### src/rtl/wb_pkg.sv
// Shared constants, entry type and one-hot helper for the register writeback queue.
package wb_pkg;

    localparam int NREGS     = 8;
    localparam int DATA_W    = 8;
    localparam int REG_IDX_W = $clog2(NREGS);

    typedef struct packed {
        logic [REG_IDX_W-1:0] reg_idx;
        logic [DATA_W-1:0]    data;
    } wb_entry_t;

    function automatic logic [NREGS-1:0] onehot_reg(input logic [REG_IDX_W-1:0] idx);
        logic [NREGS-1:0] mask;
        mask      = {NREGS{1'b0}};
        mask[idx] = 1'b1;
        return mask;
    endfunction

endpackage

### src/rtl/wb_entry_fifo.sv
// Circular entry store for the writeback queue: pointers, occupancy and a
// one-edge lookahead of the head entry so the drain port can be registered.
module wb_entry_fifo
    import wb_pkg::*;
#(
    parameter int  DEPTH = 4,
    localparam int PTR_W = $clog2(DEPTH),
    localparam int CNT_W = PTR_W + 1
) (
    input  logic             clk,
    input  logic             rst_n,
    input  logic             flush_i,
    input  logic             push_i,
    input  logic             pop_i,
    input  wb_entry_t        push_entry_i,
    output wb_entry_t        mem_o [DEPTH],
    output logic [PTR_W-1:0] head_o,
    output logic [CNT_W-1:0] count_o,
    output logic [CNT_W-1:0] count_nxt_o,
    output logic             full_o,
    output wb_entry_t        nxt_head_o
);

    wb_entry_t        mem_q [DEPTH];
    logic [PTR_W-1:0] head_q, head_d, tail_q, tail_d;
    logic [CNT_W-1:0] count_q, count_d;
    logic             do_push_s, do_pop_s;

    assign full_o    = (count_q == CNT_W'(DEPTH));
    assign do_push_s = push_i && !full_o && !flush_i;
    assign do_pop_s  = pop_i && (count_q != {CNT_W{1'b0}}) && !flush_i;

    // Next pointer and occupancy values; flush returns everything to the origin.
    always_comb begin
        if (flush_i) begin
            head_d  = {PTR_W{1'b0}};
            tail_d  = {PTR_W{1'b0}};
            count_d = {CNT_W{1'b0}};
        end else begin
            head_d  = head_q + PTR_W'(do_pop_s);
            tail_d  = tail_q + PTR_W'(do_push_s);
            count_d = count_q + CNT_W'(do_push_s) - CNT_W'(do_pop_s);
        end
    end

    // Head after this edge: the entry being pushed if the queue drains empty, else storage.
    always_comb begin
        if (count_q == CNT_W'(do_pop_s)) begin
            nxt_head_o = push_entry_i;
        end else begin
            nxt_head_o = mem_q[head_d];
        end
    end

    // Pointer and occupancy registers.
    always_ff @(posedge clk) begin
        if (!rst_n) begin
            head_q  <= {PTR_W{1'b0}};
            tail_q  <= {PTR_W{1'b0}};
            count_q <= {CNT_W{1'b0}};
        end else begin
            head_q  <= head_d;
            tail_q  <= tail_d;
            count_q <= count_d;
        end
    end

    // Entry storage; contents are only meaningful inside the head..tail window.
    always_ff @(posedge clk) begin
        if (do_push_s) begin
            mem_q[tail_q] <= push_entry_i;
        end
    end

    assign mem_o       = mem_q;
    assign head_o      = head_q;
    assign count_o     = count_q;
    assign count_nxt_o = count_d;

endmodule

### src/rtl/register_writeback_queue.sv
// Writeback queue draining one register write per cycle into the 8x8 register bank.
// Optional macro WB_FORWARD_EN forwards the youngest queued value onto the read buses.
module register_writeback_queue #(
    parameter int DEPTH  = 4,
    parameter int DATA_W = 8,
    parameter int NREGS  = 8
) (
    input  logic              clk,
    input  logic              rst_n,
    input  logic              wb_valid,
    output logic              wb_ready,
    input  logic [2:0]        wb_reg,
    input  logic [DATA_W-1:0] wb_data,
    input  logic              drain_en,
    input  logic              flush,
    output logic [DATA_W-1:0] i_bus,
    output logic [NREGS-1:0]  i_regmask,
    output logic              setter,
    output logic [NREGS-1:0]  pending,
    input  logic [NREGS-1:0]  rd_regmask_a,
    input  logic [NREGS-1:0]  rd_regmask_b,
    input  logic [DATA_W-1:0] bank_bus_a,
    input  logic [DATA_W-1:0] bank_bus_b,
    output logic [DATA_W-1:0] fwd_bus_a,
    output logic [DATA_W-1:0] fwd_bus_b
);
    import wb_pkg::*;

    localparam int PTR_W = $clog2(DEPTH);
    localparam int CNT_W = PTR_W + 1;

    wb_entry_t         mem_s [DEPTH];
    wb_entry_t         nxt_head_s, push_entry_s;
    logic [PTR_W-1:0]  head_s;
    logic [CNT_W-1:0]  count_s, count_nxt_s;
    logic              full_s, push_s;
    logic              setter_q, setter_d;
    logic [NREGS-1:0]  regmask_q, regmask_d, pending_s;
    logic [DATA_W-1:0] bus_q, bus_d;

    assign wb_ready             = rst_n && !flush && !full_s;
    assign push_s               = wb_valid && wb_ready;
    assign push_entry_s.reg_idx = wb_reg;
    assign push_entry_s.data    = wb_data;

    wb_entry_fifo #(.DEPTH(DEPTH)) u_fifo (
        .clk          (clk),
        .rst_n        (rst_n),
        .flush_i      (flush),
        .push_i       (push_s),
        .pop_i        (setter_q),
        .push_entry_i (push_entry_s),
        .mem_o        (mem_s),
        .head_o       (head_s),
        .count_o      (count_s),
        .count_nxt_o  (count_nxt_s),
        .full_o       (full_s),
        .nxt_head_o   (nxt_head_s)
    );

    // The write port is registered: decide at this edge what the bank sees next cycle,
    // and pop that entry on the edge where the bank captures it.
    always_comb begin
        setter_d = !flush && drain_en && (count_nxt_s != {CNT_W{1'b0}});
        if (setter_d) begin
            regmask_d = onehot_reg(nxt_head_s.reg_idx);
            bus_d     = nxt_head_s.data;
        end else begin
            regmask_d = {NREGS{1'b0}};
            bus_d     = {DATA_W{1'b0}};
        end
    end

    // Bank write-port registers.
    always_ff @(posedge clk) begin
        if (!rst_n) begin
            setter_q  <= 1'b0;
            regmask_q <= {NREGS{1'b0}};
            bus_q     <= {DATA_W{1'b0}};
        end else begin
            setter_q  <= setter_d;
            regmask_q <= regmask_d;
            bus_q     <= bus_d;
        end
    end

    // Hazard mask over the valid window, taken from registered queue state only.
    always_comb begin
        pending_s = {NREGS{1'b0}};
        for (int i = 0; i < DEPTH; i++) begin
            if (CNT_W'(i) < count_s) begin
                pending_s = pending_s | onehot_reg(mem_s[head_s + PTR_W'(i)].reg_idx);
            end else begin
                pending_s = pending_s;
            end
        end
    end

`ifdef WB_FORWARD_EN
    // Walk oldest to youngest so the youngest matching entry wins; a draining head still counts.
    always_comb begin
        logic [PTR_W-1:0] idx;
        idx       = head_s;
        fwd_bus_a = bank_bus_a;
        fwd_bus_b = bank_bus_b;
        for (int i = 0; i < DEPTH; i++) begin
            idx = head_s + PTR_W'(i);
            if (CNT_W'(i) < count_s) begin
                if (rd_regmask_a[mem_s[idx].reg_idx]) begin
                    fwd_bus_a = mem_s[idx].data;
                end else begin
                    fwd_bus_a = fwd_bus_a;
                end
                if (rd_regmask_b[mem_s[idx].reg_idx]) begin
                    fwd_bus_b = mem_s[idx].data;
                end else begin
                    fwd_bus_b = fwd_bus_b;
                end
            end else begin
                fwd_bus_a = fwd_bus_a;
                fwd_bus_b = fwd_bus_b;
            end
        end
    end
`else
    logic unused_rd_s;
    assign unused_rd_s = ^{rd_regmask_a, rd_regmask_b};
    assign fwd_bus_a   = bank_bus_a;
    assign fwd_bus_b   = bank_bus_b;
`endif

    assign setter    = setter_q;
    assign i_regmask = regmask_q;
    assign i_bus     = bus_q;
    assign pending   = pending_s;

endmodule

### config.mk
export PLATFORM = sky130hd
export DESIGN_NAME = register_writeback_queue
export DESIGN_NICKNAME = d
export VERILOG_FILES = /design/src/rtl/wb_pkg.sv /design/src/rtl/wb_entry_fifo.sv /design/src/rtl/register_writeback_queue.sv
export SDC_FILE = /design/constraint.sdc
export NUM_CORES = 1
export LEC_CHECK = 0
export ABC_AREA = 1
export ABC_CLOCK_PERIOD_IN_PS = 3600
export CAP_MARGIN = 40
export CORE_MARGIN = 8
export CORE_UTILIZATION = 50
export DETAILED_ROUTE_END_ITERATION = 6
export PLACE_DENSITY_LB_ADDON = 0.2
export RECOVER_POWER = 50
export SKIP_LAST_GASP = 1
export SLEW_MARGIN = 20
export SYNTH_ARGS = -nofsm -noshare
export SYNTH_HDL_FRONTEND = slang
export SYNTH_SLANG_ARGS = --single-unit
### constraint.sdc
create_clock -name clk -period 3.6 [get_ports clk]
set_clock_uncertainty 0.1 [all_clocks]
set_input_delay 1.08 -clock clk [delete_from_list [all_inputs] [get_ports clk]]
set_output_delay 1.08 -clock clk [all_outputs]
set_load 0.01 [all_outputs]
-- After elaboration in Yosys (flattened, before gate mapping)
Cells that the tools add are included.
- register bits after elaboration: 68
- input port bits: 48
- logic and storage cells: 110
- magnitude comparators: 21
- bitwise gates (word level): 10
- equality and inequality tests: 2
- muxes and demuxes: 35
- reduce and logical (&&, ||, !) cells: 21
- add/sub/neg operators: 7
- operators by type and width (operator ; number):
    11-bit 2-to-1 mux ; 12
    11-bit binary-select mux with 2-bit select ; 5
    44-bit bitwise mux ; 1
    8-bit 2-to-1 mux ; 4
    8-bit bitwise OR ; 3
    11-bit demux with 2-bit select ; 1
    3-bit by 4-bit < comparator with 1-bit output, second input constant ; 5
    3-bit greater-or-equal comparator, second input constant ; 6
    2-bit inverter with 3-bit output ; 6
    1-bit demux with 3-bit select ; 5
    3-bit by 1-bit greater-or-equal comparator with 1-bit output, second input constant ; 5
    1-bit logical AND ; 15
    1-bit by 3-bit < comparator with 1-bit output, first input constant ; 2
    2-bit by 3-bit < comparator with 1-bit output, first input constant ; 2
    3-bit nonzero test ; 2
    1-bit 2-to-1 mux ; 5
    2-bit by 1-bit adder with 2-bit output ; 2
    2-bit adder, second input constant ; 2
    3-bit by 1-bit adder with 3-bit output ; 1
    3-bit by 1-bit == test with 1-bit output ; 1
    3-bit == test, second input constant ; 1
    3-bit by 1-bit < comparator with 1-bit output, second input constant ; 1
    3-bit 2-to-1 mux ; 1
    3-bit by 1-bit subtractor with 3-bit output ; 1
    other kinds (6) ; 7

-- Depth between registers and ports, before layout
- depth after elaboration: 15
- mapped depth: 14

-- Hierarchy
Synthesis repeated with hierarchy kept, for this count alone.
- cells, all modules: 536
- area total of the unflattened synthesis: 4036.4 µm²
- modules (own cells, without submodules) (module ; seq. area each (µm²) ; area an instance (µm²) ; times used ; cells an instance):
    wb_entry_fifo ; 1461.4 ; 2449.8 ; 1 ; 265
    register_writeback_queue ; 340.3 ; 1586.5 ; 1 ; 271

-- Least setup slack after synthesis
Ideal clock, no wire load.
- kind: input to register
- start point: input port flush
- end point: register regmask_q[1], in the netlist i_regmask[1]
- data arrival time: 3.266 ns
- cell stages on the path: 14
- path slack: 0.170 ns
- path buffers: 2
- setup time: 0.064 ns
- required time: 3.436 ns
- path through: inv_2 > clkbuf_1 > nand2_1 > a31oi_1 > ha_1 > inv_1 > ha_1 > inv_1 > fa_1 > xnor2_1 > a31oi_1 > buf_2 > nand2_1 > nor2_1
- word-level cells in the longest chain between the ends: 13
- elaborated cells on any way between the ends: 27
- ends and longest elaborated chain (element ; RTL line ; RTL):
    start, declared ; register_writeback_queue.sv:15 ; input logic flush,
    1-bit logical NOT ; n/a ;
    1-bit logical AND ; wb_entry_fifo.sv:31 ; assign do_pop_s = pop_i && (count_q != {CNT_W{1'b0}}) && !flush_i;
    2-bit by 1-bit adder with 2-bit output ; wb_entry_fifo.sv:40 ; head_d = head_q + PTR_W'(do_pop_s);
    2-bit 2-to-1 mux ; wb_entry_fifo.sv:35 ; if (flush_i) begin
    2-bit inverter with 3-bit output (not written as such) ; wb_entry_fifo.sv:51 ; nxt_head_o = mem_q[head_d];
    11-bit binary-select mux with 2-bit select ; wb_entry_fifo.sv:51 ;
    11-bit 2-to-1 mux (not written as such) (2 in series) ; wb_entry_fifo.sv:51 ;
    11-bit 2-to-1 mux ; wb_entry_fifo.sv:48 ; if (count_q == CNT_W'(do_pop_s)) begin
    3-bit by 4-bit < comparator with 1-bit output (not written as such) or 3-bit by 1-bit greater-or-equal comparator with 1-bit output (tied branches) ; wb_pkg.sv:16 ; mask[idx] = 1'b1;
    1-bit logical AND (not written as such) ; wb_pkg.sv:16 ;
    1-bit 2-to-1 mux (not written as such) ; wb_pkg.sv:16 ;
    1-bit demux with 3-bit select ; wb_pkg.sv:16 ;
    end signal, assigned ; register_writeback_queue.sv:78 ; regmask_q <= {NREGS{1'b0}};
    end signal, assigned ; register_writeback_queue.sv:82 ; regmask_q <= regmask_d;
    end, declared ; register_writeback_queue.sv:38 ; logic [NREGS-1:0] regmask_q, regmask_d, pending_s;
Several ways; a longest one is shown, not always the timed one. The select of a mux whose other input is x is not followed.
A chain may end at the register's enable or synchronous reset.

-- Worst setup path after layout
- start point: register u_fifo.head_q[0], in the netlist u_fifo.head_o[0]
- end point: output port pending[5]
- word-level cells in the longest chain between the ends: 15
- elaborated cells on any way between the ends: 46
- ends and longest elaborated chain (element ; RTL line ; RTL):
    start, declared ; wb_entry_fifo.sv:25 ; logic [PTR_W-1:0] head_q, head_d, tail_q, tail_d;
    start signal, assigned ; wb_entry_fifo.sv:58 ; head_q <= {PTR_W{1'b0}};
    2-bit by 1-bit adder with 2-bit output or 2-bit inverter with 3-bit output (tied branches) ; register_writeback_queue.sv:92 ; pending_s = pending_s | onehot_reg(mem_s[head_s + PTR_W'(i)].reg_idx);
    2-bit inverter with 3-bit output (not written as such) or 11-bit binary-select mux with 2-bit select (tied branches) ; register_writeback_queue.sv:92 ;
    11-bit binary-select mux with 2-bit select or 11-bit 2-to-1 mux (tied branches) ; register_writeback_queue.sv:92 ;
    11-bit 2-to-1 mux (not written as such) ; register_writeback_queue.sv:92 ;
    11-bit 2-to-1 mux (not written as such) (tied with other cells) ; register_writeback_queue.sv:92 ;
    3-bit by 4-bit < comparator with 1-bit output (not written as such) (tied with other cells) ; wb_pkg.sv:16 ;
    1-bit logical AND (not written as such) or 1-bit 2-to-1 mux (tied branches) ; wb_pkg.sv:16 ;
    1-bit 2-to-1 mux (not written as such) or 1-bit demux with 3-bit select (tied branches) ; wb_pkg.sv:16 ;
    1-bit demux with 3-bit select or 8-bit 2-to-1 mux (tied branches) ; wb_pkg.sv:16, register_writeback_queue.sv:91 ;
    8-bit bitwise OR ; register_writeback_queue.sv:92 ;
    8-bit 2-to-1 mux ; register_writeback_queue.sv:91 ; if (CNT_W'(i) < count_s) begin
    8-bit bitwise OR ; register_writeback_queue.sv:92 ;
    8-bit 2-to-1 mux ; register_writeback_queue.sv:91 ;
    8-bit bitwise OR ; register_writeback_queue.sv:92 ;
    8-bit 2-to-1 mux * ; register_writeback_queue.sv:91 ;
    end, declared ; register_writeback_queue.sv:19 ; output logic [NREGS-1:0] pending,
Mark *: on every way between the ends. The rest lies on a longest branch, timed or not. The select of a mux whose other input is x is not followed.

==> impl_results.md <==
- Outcome: finished, final reports clean
- Fin. Hold Viols: 0
- Setup crit start kind: flop
- First-pass GRT wire length: roughly 13000 um
- Worst-path clk slew: 0.07 ns
- Vias in the first global route: 2860
- Crit Path Max Fanout: 11
- Synth Cell Area: 3704 sq um
- Critical Path End Type: output pin
- Relative slew slack: 67.15%
- Root buf cell: clkbuf_8
- Total grt overflow: 0
- Final hold slack: 0.4796 ns
- Top-count cell post-synth: nand2_1
- H-tree depth: 3
- Post-synth EDFFs: 44
- CP Data Required Time: around 2.4 ns
- WP data arrival: around 2.3 ns
- Syn Area/Cell: 8.140 sq um
- DR vias: 3001
- CP Class: reg2out
- Top post-synthesis cells by count: 142 x nand2_1, 54 x nand3_1, 46 x nor2_1
- Site row count: 31
- Antenna violations before repair: 0
- Io pins: 90
- DR pass1 iterations: 5
- Inserted Diodes: 0
- HPWL after DPL: 6064 um
- Die Span Y: 102.1 um
- Die area: 10420 sq um
- CTS Sinks: 68
- Ys flop type: edfxtp_1
- Largest net degree at the start of global routing: 24
- CTS tree: done
- Period utilization: between 90% and 100%
- Post-synthesis sequential area ratio: 48.65%
- Post-synth ARST share: 0%
- Max Cap Viol: 0
- Routability Congestion: 0.8445
- DR WL/cell: 13.44 um
- Number of setup violations in the final report: 0
- Avg Vias per Cell: 5.002
- Worst vdd ir: 0.0002468 V
- Post-Route WL: 8066 um
- NetSw: roughly 0.0003 W
- Layout cells sized above 1: 13.37%
- Antenna Nets Post-Route: 0
- P_int: around 0.0011 W
- Reg2reg setup slack: 1.00 ns
- LEAKAGE: 1.910 nW
- Comb power frac: 5.1%
- Initial core utilization: roughly half
- Largest cells by area after synthesis: edfxtp_1 36%, nand2_1 14%, dfxtp_1 13%, nand3_1 7.3%, nor2_1 4.7%
- Filler cells: 629
- Layout area overhead: 17.20%
- Gate Count Post-Synth: 455
- 1st-iter DRT viols: 174
- Fin util: 60.16%
- Yosys reg bits: 68
- Clock share of power: 36.7%
- CTS Buf Count: 9
- Drt drc: 0
- Worst hold-check path type: reg2reg
- Tmin final: 3.450 ns
- Final Net Count: 551
- PortBufs: 41
- P per Cell Area: 331.7 nW/um^2
- Sw frac: between 20% and 30%
- Worst Max-Slew Pin Slew: 0.4914 ns
- Die span in x: 102.1 um
- Mapped Nets: approximately 500
- Count of different cell masters after synthesis: 33
- Yosys top cell area share: 35.68%
- GRT Util Overall: 16.24%
- Fmax: 289.8 MHz
- Final slew viol count: 0
- Clock insertion delay at the later pin of the skew report: 0.32 ns
- CTS max path bufs: 2
- Yosys warnings: 0
- Synth area leader: edfxtp_1
- Core ar.: 7214 sq um
- Sequential share of power: 58.2%
==> per-stage QoR <==
stage	TNS [ns]	power [W]	cells	area, sq um	worst slack, ns
global placement	-0.1261	0.0009305	583	4150	-0.08949
finish	0	0.001440	600	4340	0.1497
detailed placement	-1.343	0.0009322	583	4150	-0.1101
floorplan	0	0.0009071	455	3704	0.1696
CTS	0	0.001457	599	4324	0.03450
global route	-0.002987	0.001499	600	4340	-0.002987
==> critical path, cell delays in order (launching register included) <==
cell,delay (ns)
dfxtp_2,0.48
buf_4,0.21
nand2_1,0.08
nand3_1,0.08
nand2_1,0.15
nor2_2,0.19
nand3_1,0.11
nand3_1,0.11
clkdlybuf4s50_1,0.54
==> cell usage in the layout (no fill, tap or decap), types with 8 or more instances in the layout <==
cell	instances
buf_4	21
clkbuf_8	10
clkdlybuf4s50_1	15
dfxtp_1	22
dlygate4sd3_1	25
edfxtp_1	44
inv_1	37
nand2_1	142
nand3_1	54
nor2_1	46
o211ai_1	8
o21ai_1	8
==> what timing repair did <==
action / CTS / global route
hold buffers: 0 / 0
endpoints found under the setup margin: 9 / 8
gates resized for setup: 3 / 3
buffers inserted: 0 / 1
==> cells by family (layout without fill, tap and decap cells) <==
logic type | Yosys count | in the layout | share of synthesized area (%)
buffers and inverters | 77 | 123 | 11.18
DFF | 68 | 68 | 48.65
adders and majority gates | 7 | 7 | 2.568
AOI/OAI and AO/OA | 33 | 33 | 5.710
xor gates and xnor gates | 2 | 2 | 0.4731
and+or+nand+nor | 268 | 268 | 31.42
==> path summary, 6_finish.rpt <==
path / start / end / cells after the start
worst max-delay path: u_fifo.head_o[0]$_SDFF_PN0_ / pending[5] / 8
worst min-delay path: u_fifo.tail_q[1]$_SDFF_PP0_ / u_fifo.tail_q[1]$_SDFF_PP0_ / 2
worst max register to register: u_fifo.count_o[1]$_SDFF_PN0_ / i_regmask[1]$_SDFF_PN0_ / 12
worst min register to register: u_fifo.tail_q[1]$_SDFF_PP0_ / u_fifo.tail_q[1]$_SDFF_PP0_ / 2
==> registers in the layout (all words and copies together) (netlist names) <==
register,count
u_fifo.mem_o,44
u_fifo.tail_q,2
i_bus,8
u_fifo.head_o,2
u_fifo.count_o,3
i_regmask,8
setter,1
==> area by class of cell <==
cell class | instances | area [sq um] | share of cell area [%]
multi-input cells | 310 | 1499 | 34.53
well taps | 99 | 123.9 | 2.854
repair buffers | 62 | 566.8 | 13.06
clock buffers | 11 | 141.4 | 3.257
clock inverters | 5 | 28.78 | 0.6630
inverters | 45 | 176.4 | 4.065
flip-flops and latches | 68 | 1804 | 41.57
==> routing by layer <==
layer	GRT usage (%)	wire length [um]
met1	18.30	3329
met2	29.24	4256
met3	2.861	386
met4	7.111	93
met5	0	0
==> power by group through the flow <==
stage	clock network [W]	logic (W)	registers (W)
2_1_floorplan	0	0.0000515	0.000856
3_3_place_gp	0	0.0000756	0.000855
3_5_place_dp	0	0.0000771	0.000855
4_1_cts	0.000543	0.0000768	0.000838
5_1_grt	0.000579	0.0000828	0.000838
6_report	0.000528	0.0000739	0.000838
Power figures use the tool's default switching activity.
==> RTL change: new RTL, same settings <==
Build with the macro `WB_FORWARD_EN` defined.
--- a/src/rtl/register_writeback_queue.sv
+++ b/src/rtl/register_writeback_queue.sv
@@ -1,5 +1,7 @@
 // Writeback queue draining one register write per cycle into the 8x8 register bank.
 // Optional macro WB_FORWARD_EN forwards the youngest queued value onto the read buses.
+`define WB_FORWARD_EN
+
 module register_writeback_queue #(
     parameter int DEPTH  = 4,
     parameter int DATA_W = 8,
Function: changed (Yosys sat finds a counterexample within 4 cycles, from zero or initial values and one cycle with rst_n low).
==> RTL change against the unedited design <==
The flow now finishes with violations (setup timing). Sequential cell count unchanged. Routed wire length increased to 2.7 times the old value. Setup slack got worse by 0.31 ns. Fmax down 8.1%. Cell area is 100% higher. Critical path type unchanged. Synthesized area rose by 56%. Core utilization up 17 points. Synthesized cell count up 97%. Power up 27%.
==> RTL change: results (changes against the unedited design) <==
- Status: finished, violations left (was finished, final reports clean).
- The final reports fail on setup timing.
- The switching share of power was 23.2% (was 21.3%).
- The wire length of the first global-routing pass is 30900 um (was 13200 um).
- The violation count after the first detailed-routing iteration is 1016 (was 174).
- The fraction of the mapped netlist area in compound gates is 13.8% (was 5.71%).
- The fill cell total of the finished layout is 782 (was 629).
- The post-route worst hold slack is 0.471 ns (was 0.480 ns).
- The global placer's final weighted congestion is 1.00 (was 0.845).
- The xor and xnor area share after synthesis is 0.303% (was 0.473%).
- The port buffer count is 89 (was 41).
- The number of failing setup endpoints in the final timing report was 15 (was 0).
- The post-CTS repair timing setup buffer count is 25 (was 0).
- The portion of total power attributed to sequential cells was 45.8% (was 58.2%).
- The placement-stage worst setup slack was -0.710 ns (was -0.110 ns).
- The number of different library cells in the post-synthesis netlist is 41 (was 33).
- The number of search-and-repair iterations in the first detailed-routing pass is 6 (was 5).
- The total wirelength of the detailed-routed design is 21500 um (was 8070 um).
- The mean area per synthesized cell is 6.45 um2 (was 8.14 um2).
- The synthesized netlist net count came to 952 (was 510).
- The leakage component of the power is 0.00408 uW (was 0.00191 uW).
- The combinational logic power is 244 uW (was 73.9 uW).
- The count of instances resized after the clock tree is built is 164 (was 3).
- The maximum cell stage delay along the critical path is 0.37 ns (was 0.54 ns).
- The clock-pin slew on the worst setup and hold paths is 0.05 ns (was 0.07 ns).
- The critical path capture point is fwd_bus_a[6] (was pending[5]).
- The share of final-layout standard cells stronger than drive strength 1 is 29.0% (was 13.4%).
- Commonest cells in the netlist: nand2_1, nand3_1, nor2_1 (unchanged).
- The highest-delay cell along the critical path is dfxtp_4 (was clkdlybuf4s50_1).
- The final worst setup slack is -0.156 ns (was 0.150 ns).
- The maximum number of pins on one net before global-route repair is 65 (was 24).
- The highest fanout seen on the critical path came to 13 (was 11).
- The family of cells with the greatest summed delay on the critical path is simple AND/OR/NAND/NOR gates (was buffers and inverters).
- The relative slew slack is 29.1% (was 67.1%).
- The detailed-route vias per instance is 5.63 (was 5.00).
- The cell at the root of the clock tree is clkbuf_16 (was clkbuf_8).
- The worst endpoint data arrival time is 2.58 ns (was 2.27 ns).
- The share of the yosys chip area belonging to registers is 31.1% (was 48.6%).
[RTL change: final cells by class]
| type | count | area (um2) | share of cell area [%] |
|---|---|---|---|
| Timing Repair Buffer | 241 | 2090 | 24.0 |
| Multi-Input combinational cell | 696 | 3970 | 45.5 |
| Clock inverter | 3 | 16.3 | 0.186 |
| Sequential cell | 68 | 1810 | 20.7 |
| Clock buffer | 13 | 240 | 2.75 |
| Inverter | 105 | 417 | 4.77 |
| Tap cell | 143 | 179 | 2.05 |
[RTL change: cell families after synthesis]
logic type,count (synthesis)
buffers and inverters,140
xor gates and xnor gates,2
adders and majority gates,7
and+or+nand+nor,537
AOI/OAI and AO/OA,143
DFF,68
[RTL change: layer usage]
layer / routed length [um] / vias to the layer above / global-route usage, %
met3: 2000 / 94 / 4.13
met4: 1100 / 0 / 13.9
met1: 8900 / 3161 / 33.2
met5: 0 / - / 0
met2: 9500 / 464 / 39.4
li1: - / 3422 / -
